$ cat src/rtl/dc_bu_pkg.sv
// -----------------------------------------------------------------------------
// dc_bu_pkg
// Shared types and constants for the buffering-unit read side.
//   rd_seq_state_t  : read sequencer FSM states
//   RD_MEM_LATENCY  : cycles from re_vec/mem_addr to data at the buffer outputs
//   rep_max_of()    : converts a line_repeat value into the last pass index
// -----------------------------------------------------------------------------
package dc_bu_pkg;

  typedef enum logic [1:0] {
    RS_IDLE  = 2'd0,
    RS_READ  = 2'd1,
    RS_DRAIN = 2'd2
  } rd_seq_state_t;

  localparam int RD_MEM_LATENCY = 1;

  // A repeat count of 0 is treated as a single pass.
  function automatic int unsigned rep_max_of(input int unsigned line_repeat);
    if (line_repeat == 32'd0) begin
      return 32'd0;
    end else begin
      return line_repeat - 32'd1;
    end
  endfunction

endpackage

$ cat src/rtl/dc_bu_step_counter.sv
// -----------------------------------------------------------------------------
// dc_bu_step_counter
// Owns the read address and the repeat-pass counter of the read sequencer.
// Ports:
//   clk_i, nrst_i : clock, async active-low reset
//   step_i        : a read is issued this cycle; advance the address
//   clear_i       : abort; address and pass counter return to 0 (wins over step_i)
//   last_idx_i    : clamped index of the last pixel of the line
//   rep_max_i     : index of the last pass
//   addr_o        : current read address
//   final_o       : the current address is the last word of a pass
//   last_pass_o   : the current pass is the last one
// -----------------------------------------------------------------------------
module dc_bu_step_counter #(
  parameter int WIDTH     = 7,
  parameter int LANES     = 1,
  parameter int REP_WIDTH = 3
) (
  input  logic                 clk_i,
  input  logic                 nrst_i,
  input  logic                 step_i,
  input  logic                 clear_i,
  input  logic [WIDTH-1:0]     last_idx_i,
  input  logic [REP_WIDTH-1:0] rep_max_i,
  output logic [WIDTH-1:0]     addr_o,
  output logic                 final_o,
  output logic                 last_pass_o
);

  logic [WIDTH-1:0]     addr_q, addr_d;
  logic [REP_WIDTH-1:0] rep_cnt_q, rep_cnt_d;
  logic [WIDTH:0]       next_addr_s;

  // One extra bit so that addr + LANES cannot wrap past the end of the buffer.
  assign next_addr_s = {1'b0, addr_q} + (WIDTH + 1)'(LANES);
  assign final_o     = (next_addr_s > {1'b0, last_idx_i});
  assign last_pass_o = (rep_cnt_q == rep_max_i);
  assign addr_o      = addr_q;

  // Next address / pass count; a finished pass wraps straight to address 0.
  always_comb begin
    addr_d    = addr_q;
    rep_cnt_d = rep_cnt_q;
    if (clear_i) begin
      addr_d    = '0;
      rep_cnt_d = '0;
    end else if (step_i) begin
      if (!final_o) begin
        addr_d = next_addr_s[WIDTH-1:0];
      end else if (last_pass_o) begin
        addr_d    = '0;
        rep_cnt_d = '0;
      end else begin
        addr_d    = '0;
        rep_cnt_d = rep_cnt_q + REP_WIDTH'(1);
      end
    end else begin
      addr_d    = addr_q;
      rep_cnt_d = rep_cnt_q;
    end
  end

  // Address and pass counter registers.
  always_ff @(posedge clk_i or negedge nrst_i) begin
    if (!nrst_i) begin
      addr_q    <= '0;
      rep_cnt_q <= '0;
    end else begin
      addr_q    <= addr_d;
      rep_cnt_q <= rep_cnt_d;
    end
  end

endmodule

$ cat src/rtl/dc_bu_read_sequencer.sv
// -----------------------------------------------------------------------------
// dc_bu_read_sequencer
// Read-side controller for the line buffers. Reads every buffer except the one
// being written, LANES pixels per word, repeating each line line_repeat times,
// with a valid/ready handshake towards the scaler datapath.
// Ports:
//   clk, nrst        : clock, async active-low reset
//   en               : global enable; low freezes every register
//   pixels_per_line  : index of the last pixel of the line
//   line_repeat      : passes per line (0 behaves as 1)
//   start_line       : begin reading the current line set (only in IDLE)
//   reset_x          : abort to IDLE, highest priority
//   write_buffer_id  : one-hot id of the buffer being written (latched at start)
//   rd_ready         : downstream accepts the current word
//   mem_addr         : read address to all buffers
//   re_vec           : per-buffer read enables, one cycle ahead of the data
//   rd_valid         : read data valid at the buffer outputs
//   last_pixel       : final word of one pass (qualified by rd_valid)
//   line_released    : one-cycle pulse after the last word of the line is taken
//   busy             : sequencer is not idle
// -----------------------------------------------------------------------------
module dc_bu_read_sequencer
  import dc_bu_pkg::*;
#(
  parameter int BUFF_ADDR_WIDTH       = 7,
  parameter int BUFFER_SIZE           = 128,
  parameter int BUFFER_NUM            = 5,
  parameter int PIXELS_PER_LINE_WIDTH = 7,
  parameter int LANES                 = 1,
  parameter int REPEAT_WIDTH          = 3
) (
  input  logic                             clk,
  input  logic                             nrst,
  input  logic                             en,
  input  logic [PIXELS_PER_LINE_WIDTH-1:0] pixels_per_line,
  input  logic [REPEAT_WIDTH-1:0]          line_repeat,
  input  logic                             start_line,
  input  logic                             reset_x,
  input  logic [BUFFER_NUM-1:0]            write_buffer_id,
  input  logic                             rd_ready,
  output logic [BUFF_ADDR_WIDTH-1:0]       mem_addr,
  output logic [BUFFER_NUM-1:0]            re_vec,
  output logic                             rd_valid,
  output logic                             last_pixel,
  output logic                             line_released,
  output logic                             busy
);

  rd_seq_state_t              state_q;
  logic [BUFFER_NUM-1:0]      id_lat_q;
  logic [BUFF_ADDR_WIDTH-1:0] last_idx_q;
  logic [REPEAT_WIDTH-1:0]    rep_max_q;
  logic                       rd_valid_q;
  logic                       last_pixel_q;
  logic                       line_released_q;

  logic [BUFF_ADDR_WIDTH-1:0] last_idx_s;
  logic [REPEAT_WIDTH-1:0]    rep_max_s;
  logic [BUFF_ADDR_WIDTH-1:0] addr_s;
  logic                       final_s;
  logic                       last_pass_s;
  logic                       issue_s;
  logic                       accept_s;
  logic                       clear_s;

  // A new read may go out when the output slot is empty or is being drained.
  assign issue_s  = en & (state_q == RS_READ) & (~rd_valid_q | rd_ready);
  assign accept_s = en & rd_valid_q & rd_ready;
  assign clear_s  = en & reset_x;

  // Clamp the line length to the buffer and the repeat count to at least one pass.
  always_comb begin
    last_idx_s = '0;
    if (32'(pixels_per_line) > 32'(BUFFER_SIZE - 1)) begin
      last_idx_s = BUFF_ADDR_WIDTH'(BUFFER_SIZE - 1);
    end else begin
      last_idx_s = BUFF_ADDR_WIDTH'(pixels_per_line);
    end
    rep_max_s = REPEAT_WIDTH'(rep_max_of(32'(line_repeat)));
  end

  dc_bu_step_counter #(
    .WIDTH     (BUFF_ADDR_WIDTH),
    .LANES     (LANES),
    .REP_WIDTH (REPEAT_WIDTH)
  ) u_step_counter (
    .clk_i       (clk),
    .nrst_i      (nrst),
    .step_i      (issue_s),
    .clear_i     (clear_s),
    .last_idx_i  (last_idx_q),
    .rep_max_i   (rep_max_q),
    .addr_o      (addr_s),
    .final_o     (final_s),
    .last_pass_o (last_pass_s)
  );

  // Sequencer FSM, handshake register and line parameter latches.
  always_ff @(posedge clk or negedge nrst) begin
    if (!nrst) begin
      state_q         <= RS_IDLE;
      id_lat_q        <= '0;
      last_idx_q      <= '0;
      rep_max_q       <= '0;
      rd_valid_q      <= 1'b0;
      last_pixel_q    <= 1'b0;
      line_released_q <= 1'b0;
    end else if (en) begin
      line_released_q <= 1'b0;
      if (reset_x) begin
        state_q      <= RS_IDLE;
        rd_valid_q   <= 1'b0;
        last_pixel_q <= 1'b0;
      end else begin
        // Data appears one cycle after the read; a stalled word keeps its flags.
        if (issue_s) begin
          rd_valid_q   <= 1'b1;
          last_pixel_q <= final_s;
        end else if (rd_ready) begin
          rd_valid_q <= 1'b0;
        end

        case (state_q)
          RS_IDLE: begin
            if (start_line) begin
              state_q    <= RS_READ;
              id_lat_q   <= write_buffer_id;
              last_idx_q <= last_idx_s;
              rep_max_q  <= rep_max_s;
            end
          end
          RS_READ: begin
            if (issue_s && final_s && last_pass_s) begin
              state_q <= RS_DRAIN;
            end
          end
          RS_DRAIN: begin
            // Only the final word of the line is outstanding here.
            if (accept_s) begin
              state_q         <= RS_IDLE;
              line_released_q <= 1'b1;
            end
          end
          default: begin
            state_q <= RS_IDLE;
          end
        endcase
      end
    end
  end

  assign mem_addr      = addr_s;
  assign re_vec        = issue_s ? ~id_lat_q : '0;
  assign rd_valid      = rd_valid_q;
  assign last_pixel    = rd_valid_q & last_pixel_q;
  assign line_released = line_released_q;
  assign busy          = (state_q != RS_IDLE);

endmodule
$ cat config.mk
export PLATFORM = sky130hd
export DESIGN_NAME = dc_bu_read_sequencer
export DESIGN_NICKNAME = d
export VERILOG_FILES = /design/src/rtl/dc_bu_pkg.sv /design/src/rtl/dc_bu_step_counter.sv /design/src/rtl/dc_bu_read_sequencer.sv
export SDC_FILE = /design/constraint.sdc
export NUM_CORES = 1
export LEC_CHECK = 0
export ABC_AREA = 1
export BUFFER_PORTS_ARGS = -buffer_cell sky130_fd_sc_hd__buf_2
export CAP_MARGIN = 20
export CORE_ASPECT_RATIO = 0.75
export CORE_MARGIN = 5
export CORE_UTILIZATION = 61
export CTS_BUF_LIST = sky130_fd_sc_hd__clkbuf_4
export DETAILED_ROUTE_END_ITERATION = 12
export PLACE_DENSITY = 0.88
export SETUP_SLACK_MARGIN = 0.05
export SLEW_MARGIN = 0
export SYNTH_ARGS = -nofsm -noshare
export SYNTH_HDL_FRONTEND = slang
export SYNTH_SLANG_ARGS = --single-unit
$ cat constraint.sdc
create_clock -name clk -period 3.88 [get_ports clk]
set_clock_uncertainty 0.15 [all_clocks]
set_input_delay 0.388 -clock clk [delete_from_list [all_inputs] [get_ports clk]]
set_output_delay 0.388 -clock clk [all_outputs]
set_load 0.02 [all_outputs]
---- Word-level counts from Yosys, hierarchy flattened ----
Cells that the tools add are included.
cells by class
  reduce and logical (&&, ||, !) cells .... 14
  add/subtract/negate cells ............... 3
  bitwise gates (word level) .............. 10
  order comparisons ....................... 1
  multiplexer cells ....................... 22
  equality and inequality tests ........... 6
operators by type and width
  kind                                                                     count
  7-bit two-way mux                                                        3
  3-bit two-way mux                                                        5
  7-bit by 1-bit adder with 8-bit output, second input constant            1
  8-bit by 7-bit greater-than comparator with 1-bit output                 1
  1-bit two-way mux                                                        8
  2-bit two-way mux                                                        4
  4-bit AND reduction                                                      2
  2-bit nonzero test                                                       4
  1-bit bitwise AND                                                        6
  3-bit inequality test, second input constant                             2
  2-bit case mux with 3 select lines                                       1
  2-bit AND reduction                                                      3
  5-bit two-way mux                                                        1
  5-bit NOT                                                                1
  3-bit by 1-bit adder with 3-bit output, second input constant            1
  3-bit == test                                                            1
  3-bit logical NOT                                                        1
  3-bit by 2-bit inequality test with 1-bit output, second input constant  1
  3-bit nonzero test                                                       1
  3-bit by 1-bit subtractor with 3-bit output, second input constant       1
  2-bit by 1-bit == test with 1-bit output, second input constant          1
  2-bit == test, second input constant                                     1
  1-bit logical AND                                                        2
  2-bit logical NOT                                                        1
  other kinds (2)                                                          3
storage, ports and cells
  word-level logic and storage cells ...... 65
  flip-flop bits (word level) ............. 30

---- Logic depth before layout (Yosys ltp) ----
Gate-level depths: netlist of run 1.
  depth in word-level cells ............... 8
  depth in mapped cells ................... 17
  gate-level depth less buffers ........... 17

---- By module ----
From an unflattened synthesis of run 1, not the netlist that was laid out.
unflattened totals
  cells, all modules ...................... 236
  area, all modules ....................... 1818.0 sq um
by module, submodules not included
  module                instances  seq. area each (sq um)  cells an instance  area an instance (sq um)
  dc_bu_read_sequencer  1          500.5                   123                964.7
  dc_bu_step_counter    1          250.2                   113                853.3

---- Worst setup path before layout of run 1 ----
OpenSTA, ideal clock, no wires.
  kind .................................... reg-to-reg
  start ................................... register u_step_counter.addr_q[0], in the netlist u_step_counter.addr_o[0]
  end ..................................... register u_step_counter.addr_q[0], in the netlist u_step_counter.addr_o[0]
  period minus slack after synthesis ...... 2412 ps
  path buffers ............................ 0
  cell stages (with the launch flop) ...... 14
  data arrival time ....................... 2185 ps
  slack ................................... 1468 ps
  cells stage by stage .................... dfrtp_1 -> ha_1 -> nand2_1 -> nor2_1 -> nand2_1 -> xor2_1 -> inv_1 -> ha_1 -> nand2_1 -> nor2_1 -> nand3_1 -> nand2_2 -> nand2_2 -> a21oi_1
on the way
  longest elaborated chain between the ends .. 5
ends and longest elaborated chain
  what                                                      line                      text
  from (decl)                                               dc_bu_step_counter.sv:30  logic [WIDTH-1:0] addr_q, addr_d;
  from (signal assigned)                                    dc_bu_step_counter.sv:69  addr_q <= addr_d;
  7-bit by 1-bit adder with 8-bit output *                  dc_bu_step_counter.sv:35  assign next_addr_s = {1'b0, addr_q} + (WIDTH + 1)'(LANES);
  8-bit by 7-bit greater-than comparator with 1-bit output  dc_bu_step_counter.sv:36  assign final_o = (next_addr_s > {1'b0, last_idx_i});
  7-bit two-way mux *                                       dc_bu_step_counter.sv:48  if (!final_o) begin
  7-bit two-way mux *                                       dc_bu_step_counter.sv:47  end else if (step_i) begin
  7-bit two-way mux *                                       dc_bu_step_counter.sv:44  if (clear_i) begin
Mark *: on every way between the ends. The rest lies on a longest branch, timed or not. The select of a mux whose other input is x is not followed.
A chain may end at the register's enable or synchronous reset.

---- Final worst setup path of run 1 ----
  start ................................... register u_step_counter.addr_q[0], in the netlist u_step_counter.addr_o[0]
  end ..................................... register u_step_counter.addr_q[1], in the netlist u_step_counter.addr_o[1]
Same word-level chain as after synthesis.

==> results of run 1 <==
## cell usage in the layout (no fill, tap or decap), drive strengths merged
master | Yosys | final
a21boi | 1 | 1
a21oi | 2 | 2
buf | 4 | 36
bufinv | 0 | 1
clkbuf | 1 | 5
clkinv | 0 | 1
dfrtp | 30 | 30
dlygate4sd3 | 0 | 1
ha | 11 | 11
inv | 31 | 31
nand2 | 68 | 68
nand3 | 18 | 18
nand4 | 1 | 1
nor2 | 22 | 22
o2111ai | 1 | 1
o21ai | 17 | 17
o22ai | 2 | 2
o31a | 1 | 1
o31ai | 1 | 1
xnor2 | 3 | 3
xor2 | 6 | 6
## routing by layer
metal	track usage	vias to the layer above	share of wire
li1	-	772	-
met1	0.271	649	0.47
met2	0.313	48	0.45
met3	0.0698	4	0.074
met4	0.0474	0	0.0053
met5	0	-	0
## sequential cells by signal (all words and copies together), names as in the netlist
signal / flops
u_step_counter.addr_o: 7
rd_valid: 1
id_lat_q: 5
state_q: 2
u_step_counter.rep_cnt_q: 3
rep_max_q: 3
last_pixel_q: 1
last_idx_q: 7
line_released: 1
## cells by family after synthesis
group | synth area share
adder cells (fa/ha/maj) | 0.0770
XOR/XNOR | 0.0441
flip-flops | 0.420
AO/OA/AOI/OAI | 0.0889
buffers and inverters | 0.0924
AND/OR/NAND/NOR | 0.277
## per-stage QoR
step | setup slack (ps) | std cells | power, W
floorplan | 1470 | 220 | 0.000596
global placement | 1470 | 289 | 0.000659
detailed placement | 1330 | 289 | 0.000671
CTS | 1310 | 297 | 0.000905
global route | 1120 | 297 | 0.000961
finish | 1330 | 297 | 0.000899
## cell type report
type / count / area (sq um) / area share
clock buffers: 5 / 37.5 / 0.0183
clock inverters: 2 / 33.8 / 0.0165
inverters: 31 / 119 / 0.0580
multi-input cells: 154 / 871 / 0.425
flip-flops and latches: 30 / 751 / 0.366
well taps: 38 / 47.5 / 0.0232
repair buffers: 37 / 190 / 0.0928
## power by group through the flow
stage	Clock (W)	Sequential (W)	Combinational, W
finish	0.000233	0.000401	0.000265
floorplan	0	0.000410	0.000186
global route	0.000251	0.000406	0.000304
CTS	0.000237	0.000400	0.000267
detailed placement	0	0.000405	0.000266
global placement	0	0.000403	0.000255
## critical path, delay by kind of cell (launching register included)
family	cells	cell delay, ps
buf+inv	1	70
simple gates	8	960
compound gates	1	140
flops	1	450
fa+ha+maj	2	500
xor+xnor	1	210
## worst max path at each step
stage,to,startpoint,slack (ps)
6_report,u_step_counter.addr_o[1],u_step_counter.addr_o[0],1330
5_1_grt,u_step_counter.addr_o[2],u_step_counter.addr_o[0],1120
4_1_cts,u_step_counter.addr_o[1],u_step_counter.addr_o[0],1310
3_5_place_dp,u_step_counter.addr_o[1],u_step_counter.addr_o[0],1330
3_3_place_gp,u_step_counter.addr_o[0],u_step_counter.addr_o[0],1470
2_1_floorplan,u_step_counter.addr_o[0],u_step_counter.addr_o[0],1470
## timing repair
| action | CTS | global route |
|---|---|---|
| setup buffers | 0 | 0 |
| gates resized for setup | 0 | 0 |
| hold endpoints to repair | 30 | 0 |
| hold buffers | 1 | 0 |
==> summary.md, run 1 <==
| Metric | Value |
|---|---|
| Outcome | `completed` |
| DRC viols | `0` |
| Synth top cells by count | `nand2_1 (63), dfrtp_1 (30), inv_1 (28), nor2_1 (19), nand3_1 (16)` |
| CTS tree | `done` |
| Max Slew Vio Count | `0` |
| R2R setup slack | `1330 ps` |
| Dominant cells by area after synthesis | `dfrtp_1 (42%), nand2_1 (13%), ha_1 (7.7%)` |
| Synth Register Bits | `30` |
| Die area | `between 0.004 and 0.005 sq mm` |
| Top-count cell post-synth | `nand2_1` |
| Kind of critical path | `register to register` |
| Initial DRC Count | `58` |
| Seq pwr share | `0.445` |
| Final min period | `2550 ps` |
| Sequential share of the synthesized area | `0.420` |
| Final Cycle Share | `0.658` |
| Worst path required time | `about 4000 ps` |
| Clk buf depth | `2` |
| GPL Wtd Cong | `0.836` |
| Crit path arrival time | `2660 ps` |
| Syn_area_per_cell | `8.12 sq um` |
| Mapped Cells | `220` |
| Layout cells sized above 1 | `0.232` |
| Max-cap violation count | `0` |
| DP Area | `0.00197 sq mm` |
| Yosys top cell area share | `0.420` |
| Routed len/inst | `about 13 um` |
| Gr ovfl total | `0` |
| Final #Nets | `between 200 and 300` |
| Crit-path max FO | `5` |
| Worst skew pair latency | `between 300 and 400 ps` |
| Crit path cell chain | `ha_1, nand2_1, nor2_1, nand2_1, xor2_1, inv_1, ha_1, nand2_1, nor2_1, nand3_1, nand2_2, nand2_2, o21ai_1` |
| Core Util, Final | `0.714` |
| Vias per std cell | `4.96` |
| Synth Flop Type | `dfrtp_1` |
| Yosys cell types | `31` |
| Setup-failing EPs final | `0` |
| Psw | `just over 0.0003 W` |
| Antenna diode count | `0` |
| TNS Setup | `0 ps` |
| FMAX | `392 MHz` |
| Hold path startpoint | `write_buffer_id[4]` |
| Reg2reg path depth | `13` |
| Port Buffers | `36` |
| FFs w/ async S/R, synth | `1.00` |
| Starting Density | `0.622` |
| Worst hold path endpoint | `id_lat_q[4]` |
| First-pass GRT wire length | `~6.3 mm` |
| Clk pwr share | `0.260` |
| Placeable Area | `about 0.0029 sq mm` |
| CP max stage delay | `450 ps` |
| Headroom to the max-slew limit | `0.551` |
| DRT Pass-1 Iters | `4` |
| Total number of yosys warnings | `0` |
| Hold Crit Class | `primary input to register` |
| Leading area contributor after synthesis | `dfrtp_1` |
| HPWL Detailed | `2.83 mm` |
| Critical Path End Type | `register` |
| Leak | `1.18 nW` |
| Post-Route WL | `3.75 mm` |
| Post-route cell area | `between 0.002 and 0.0025 sq mm` |
| Clock transition at the registers of the reported paths | `approximately 90 ps` |
| Num ports | `37` |
| H-tree depth | `2` |
| Via count | `1473` |
| Unrepaired setup endpoints after global routing | `no` |
| Gr usage total | `0.202` |
| Die Span Y | `56.9 um` |
| CTS root buffer | `clkbuf_4` |
| Slowest-stage cell, CP | `dfrtp_1` |
| Hold_ws | `between 90 and 100 ps` |
| Post-synth EDFFs | `0` |
| Fill count | `223` |
| Final ANT Viol Nets | `0` |
| Initial antenna violation count | `0` |
| Final number of hold-violating endpoints | `0` |
| Area Overhead vs Synth | `14.7%` |
| FF-to-FF Start | `u_step_counter.addr_o[0]` |
| Mapped cell area | `0.00179 sq mm` |
| Most frequent CP cell | `nand2_1` |
| FF-to-FF End | `u_step_counter.addr_o[1]` |
| Largest net degree at the start of global routing | `31` |
| WHS Path Cells | `3` |
| Pwr/cell area | `439 mW/mm^2` |
| Total CTS buffers | `5` |
| Comb pwr share | `0.295` |
| # rows | `17` |
| Startpoint types | `register` |
| Die X | `roughly 72 um` |
| Internal power | `0.000593 W` |
| Post-Syn Nets | `252` |
| Worst-margin pin slew | `about 670 ps` |
| VDD IR max | `0.257 mV` |
| Clock sink count | `30` |
| Switching Share | `0.341` |
| Vias in the first global route | `1389` |
Note: power is estimated with default switching activity, not from simulation.
==> run 2, diff against run 1 <==
CORE_UTILIZATION = 56   (was 61)
PLACE_DENSITY = 0.81   (was 0.88)
clock period = 2.6 ns   (was 3.88 ns; I/O delays follow)
==> run 2 against run 1 <==
Against the previous run: global-route usage is 0.48 points lower; critical path depth is 1 higher; core utilization rose by 4.5 points; critical endpoint is now u_step_counter.addr_o[6]; largest cell class unchanged.
==> summary.md, run 2 (synthesis gave the netlist of run 1 again) <==
| Metric | Value |
|---|---|
| FMAX | `405 MHz (+3.4%)` |
| Clk buf depth | `2 (unchanged)` |
| Headroom to the max-slew limit | `0.558 (+0.00755)` |
| # rows | `17 (unchanged)` |
| Crit path arrival time | `2580 ps (-80 ps)` |
| Largest net degree at the start of global routing | `31 (unchanged)` |
| Die X | `75.2 um (+3.8%)` |
| Post-Route WL | `4.14 mm (+10%)` |
| Die area | `0.00443 sq mm (+7.5%)` |
| Final number of hold-violating endpoints | `0 (unchanged)` |
| Hold Crit Class | `primary input to register` |
| HPWL Detailed | `2.74 mm (-3.0%)` |
| Area Overhead vs Synth | `27.3%` |
| WHS Path Cells | `2 (-1)` |
| Kind of critical path | `register to register` |
| Core Util, Final | `0.758 (+0.0447)` |
| Reg2reg path depth | `14 (+1)` |
| Final min period | `2470 ps (-84.6 ps)` |
| Worst-margin pin slew | `663 ps (-11.3 ps)` |
| Initial DRC Count | `97 (+67%)` |
| Psw | `0.000502 W (+64%)` |
| Worst skew pair latency | `340 ps (about the same)` |
| Outcome | `completed` |
| Clock sink count | `30 (unchanged)` |
| First-pass GRT wire length | `6.62 mm (+4.7%)` |
| GPL Wtd Cong | `0.797 (-4.7%)` |
| Placeable Area | `0.00300 sq mm (+4.4%)` |
| Critical Path End Type | `register` |
| Max Slew Vio Count | `0 (unchanged)` |
| FF-to-FF End | `u_step_counter.addr_o[6]` |
| CTS tree | `done` |
| Final Cycle Share | `0.950 (+0.291)` |
| Port Buffers | `36 (unchanged)` |
| Initial antenna violation count | `0 (unchanged)` |
| Setup-failing EPs final | `0 (unchanged)` |
| FF-to-FF Start | `u_step_counter.addr_o[1]` |
| DRT Pass-1 Iters | `4 (unchanged)` |
| Final ANT Viol Nets | `0 (unchanged)` |
| Total CTS buffers | `5 (unchanged)` |
| Startpoint types | `register` |
| Vias in the first global route | `1516 (+9.1%)` |
| Worst path required time | `2710 ps (-1280 ps)` |
| Antenna diode count | `0 (unchanged)` |
| Worst hold path endpoint | `line_released` |
| R2R setup slack | `130 ps (-1200 ps)` |
| Gr ovfl total | `0 (unchanged)` |
| DRC viols | `0 (unchanged)` |
| Vias per std cell | `5.01 (+0.94%)` |
| DP Area | `0.00198 sq mm (+0.76%)` |
| Gr usage total | `0.197 (-0.00477)` |
| Routed len/inst | `13.1 um (+3.4%)` |
| Layout cells sized above 1 | `0.272 (+0.0407)` |
| Post-route cell area | `0.00227 sq mm (+11%)` |
| Via count | `1587 (+7.7%)` |
| Starting Density | `0.596 (-0.0265)` |
| Clock transition at the registers of the reported paths | `110 ps (+20 ps)` |
| VDD IR max | `0.435 mV (+70%)` |
| Comb pwr share | `0.326 (+0.031)` |
| Die Span Y | `58.9 um (+3.6%)` |
| Crit-path max FO | `5 (unchanged)` |
| CTS root buffer | `clkbuf_4` |
| Pwr/cell area | `631 mW/mm^2 (+44%)` |
| Seq pwr share | `0.409 (-0.036)` |
| Internal power | `0.000933 W (+57%)` |
| Final #Nets | `310 (+6.5%)` |
| Num ports | `37 (unchanged)` |
| Most frequent cells in the layout | `nand2_1 (62), buf_2 (36), dfrtp_1 (29), inv_1 (27), nor2_1 (18)` |
| H-tree depth | `2 (unchanged)` |
| Hold path startpoint | `en` |
| Commonest non-fill, non-tap cell in the layout | `nand2_1` |
| Clk pwr share | `0.265 (+0.005)` |
| Leak | `1.26 nW (+6.9%)` |
| Switching Share | `0.350 (+0.00901)` |
| Max-cap violation count | `0 (unchanged)` |
==> run 2: cell count changes in the layout (fill, tap and decap cells not counted), moves of 2 or more <==
cell / change
clkinvlp_4: +2
ha_1: -2
buf_4: +6
dlygate4sd3_1: +13
==> run 2: cell type report <==
| class | instances | area (sq um) |
|---|---|---|
| Fill cell | 200 | 724 |
| Clock buffer | 5 | 37.5 |
| Clock inverter | 3 | 45.0 |
| Timing Repair Buffer | 56 | 365 |
| Tap cell | 38 | 47.5 |
| Sequential cell | 30 | 752 |
| Inverter | 31 | 119 |
| Multi-Input combinational cell | 154 | 908 |
==> run 2: how the worst max path moves through the flow <==
stage	start	endpoint	slack (ps)	cells after the start
global placement	u_step_counter.addr_o[1]	u_step_counter.addr_o[0]	240	13
CTS	u_step_counter.addr_o[1]	u_step_counter.addr_o[6]	60	16
floorplan	u_step_counter.addr_o[0]	u_step_counter.addr_o[0]	190	13
global route	u_step_counter.addr_o[1]	u_step_counter.addr_o[6]	-70	14
finish	u_step_counter.addr_o[1]	u_step_counter.addr_o[6]	130	14
detailed placement	u_step_counter.addr_o[1]	u_step_counter.addr_o[1]	110	13
==> run 2: per-stage QoR <==
step	worst slack, ps	TNS, ps	hold slack, ps	cells	power, W
6_report	131	0	65.2	317	0.00143
5_1_grt	-67.1	-211	69.8	317	0.00153
4_1_cts	62.1	0	59.4	313	0.00141
3_5_place_dp	110	0	179	291	0.00101
3_3_place_gp	236	0	176	291	0.00100
2_1_floorplan	188	0	-186	220	0.000890
==> run 2: repair_timing <==
action	4_1_cts	5_1_grt
setup endpoints to repair	1	13
pin swaps	1	3
endpoints found under the hold margin	43	0
buffers inserted	0	4
resized for setup	1	8
hold buffers	14	0
==> run 2: power groups by stage <==
stage                     logic, W  clock network (W)  registers, W
final                     0.000468           0.000380      0.000587
after global routing      0.000529           0.000402      0.000596
after CTS                 0.000435           0.000383      0.000587
after detailed placement  0.000415                  0      0.000596
after global placement    0.000405                  0      0.000595
after floorplan           0.000278                  0      0.000612
==> run 2: worst max-delay path: stages (launching register included) <==
cell	delay [ps]
dfrtp_1	410
buf_4	140
nand3_2	100
nor2_1	140
xor2_1	280
ha_1	310
nand2_2	90
nor2_1	60
nor2_1	110
nand2_1	90
inv_2	80
nand2_4	70
nand2_4	110
nand2_2	80
o21ai_2	160
==> run 2: per-layer routing <==
metal / wire length, um / global-route usage
met5: 0 / 0
met4: 0 / 0.0474
met3: 256 / 0.0597
met2: 1940 / 0.315
met1: 1950 / 0.261
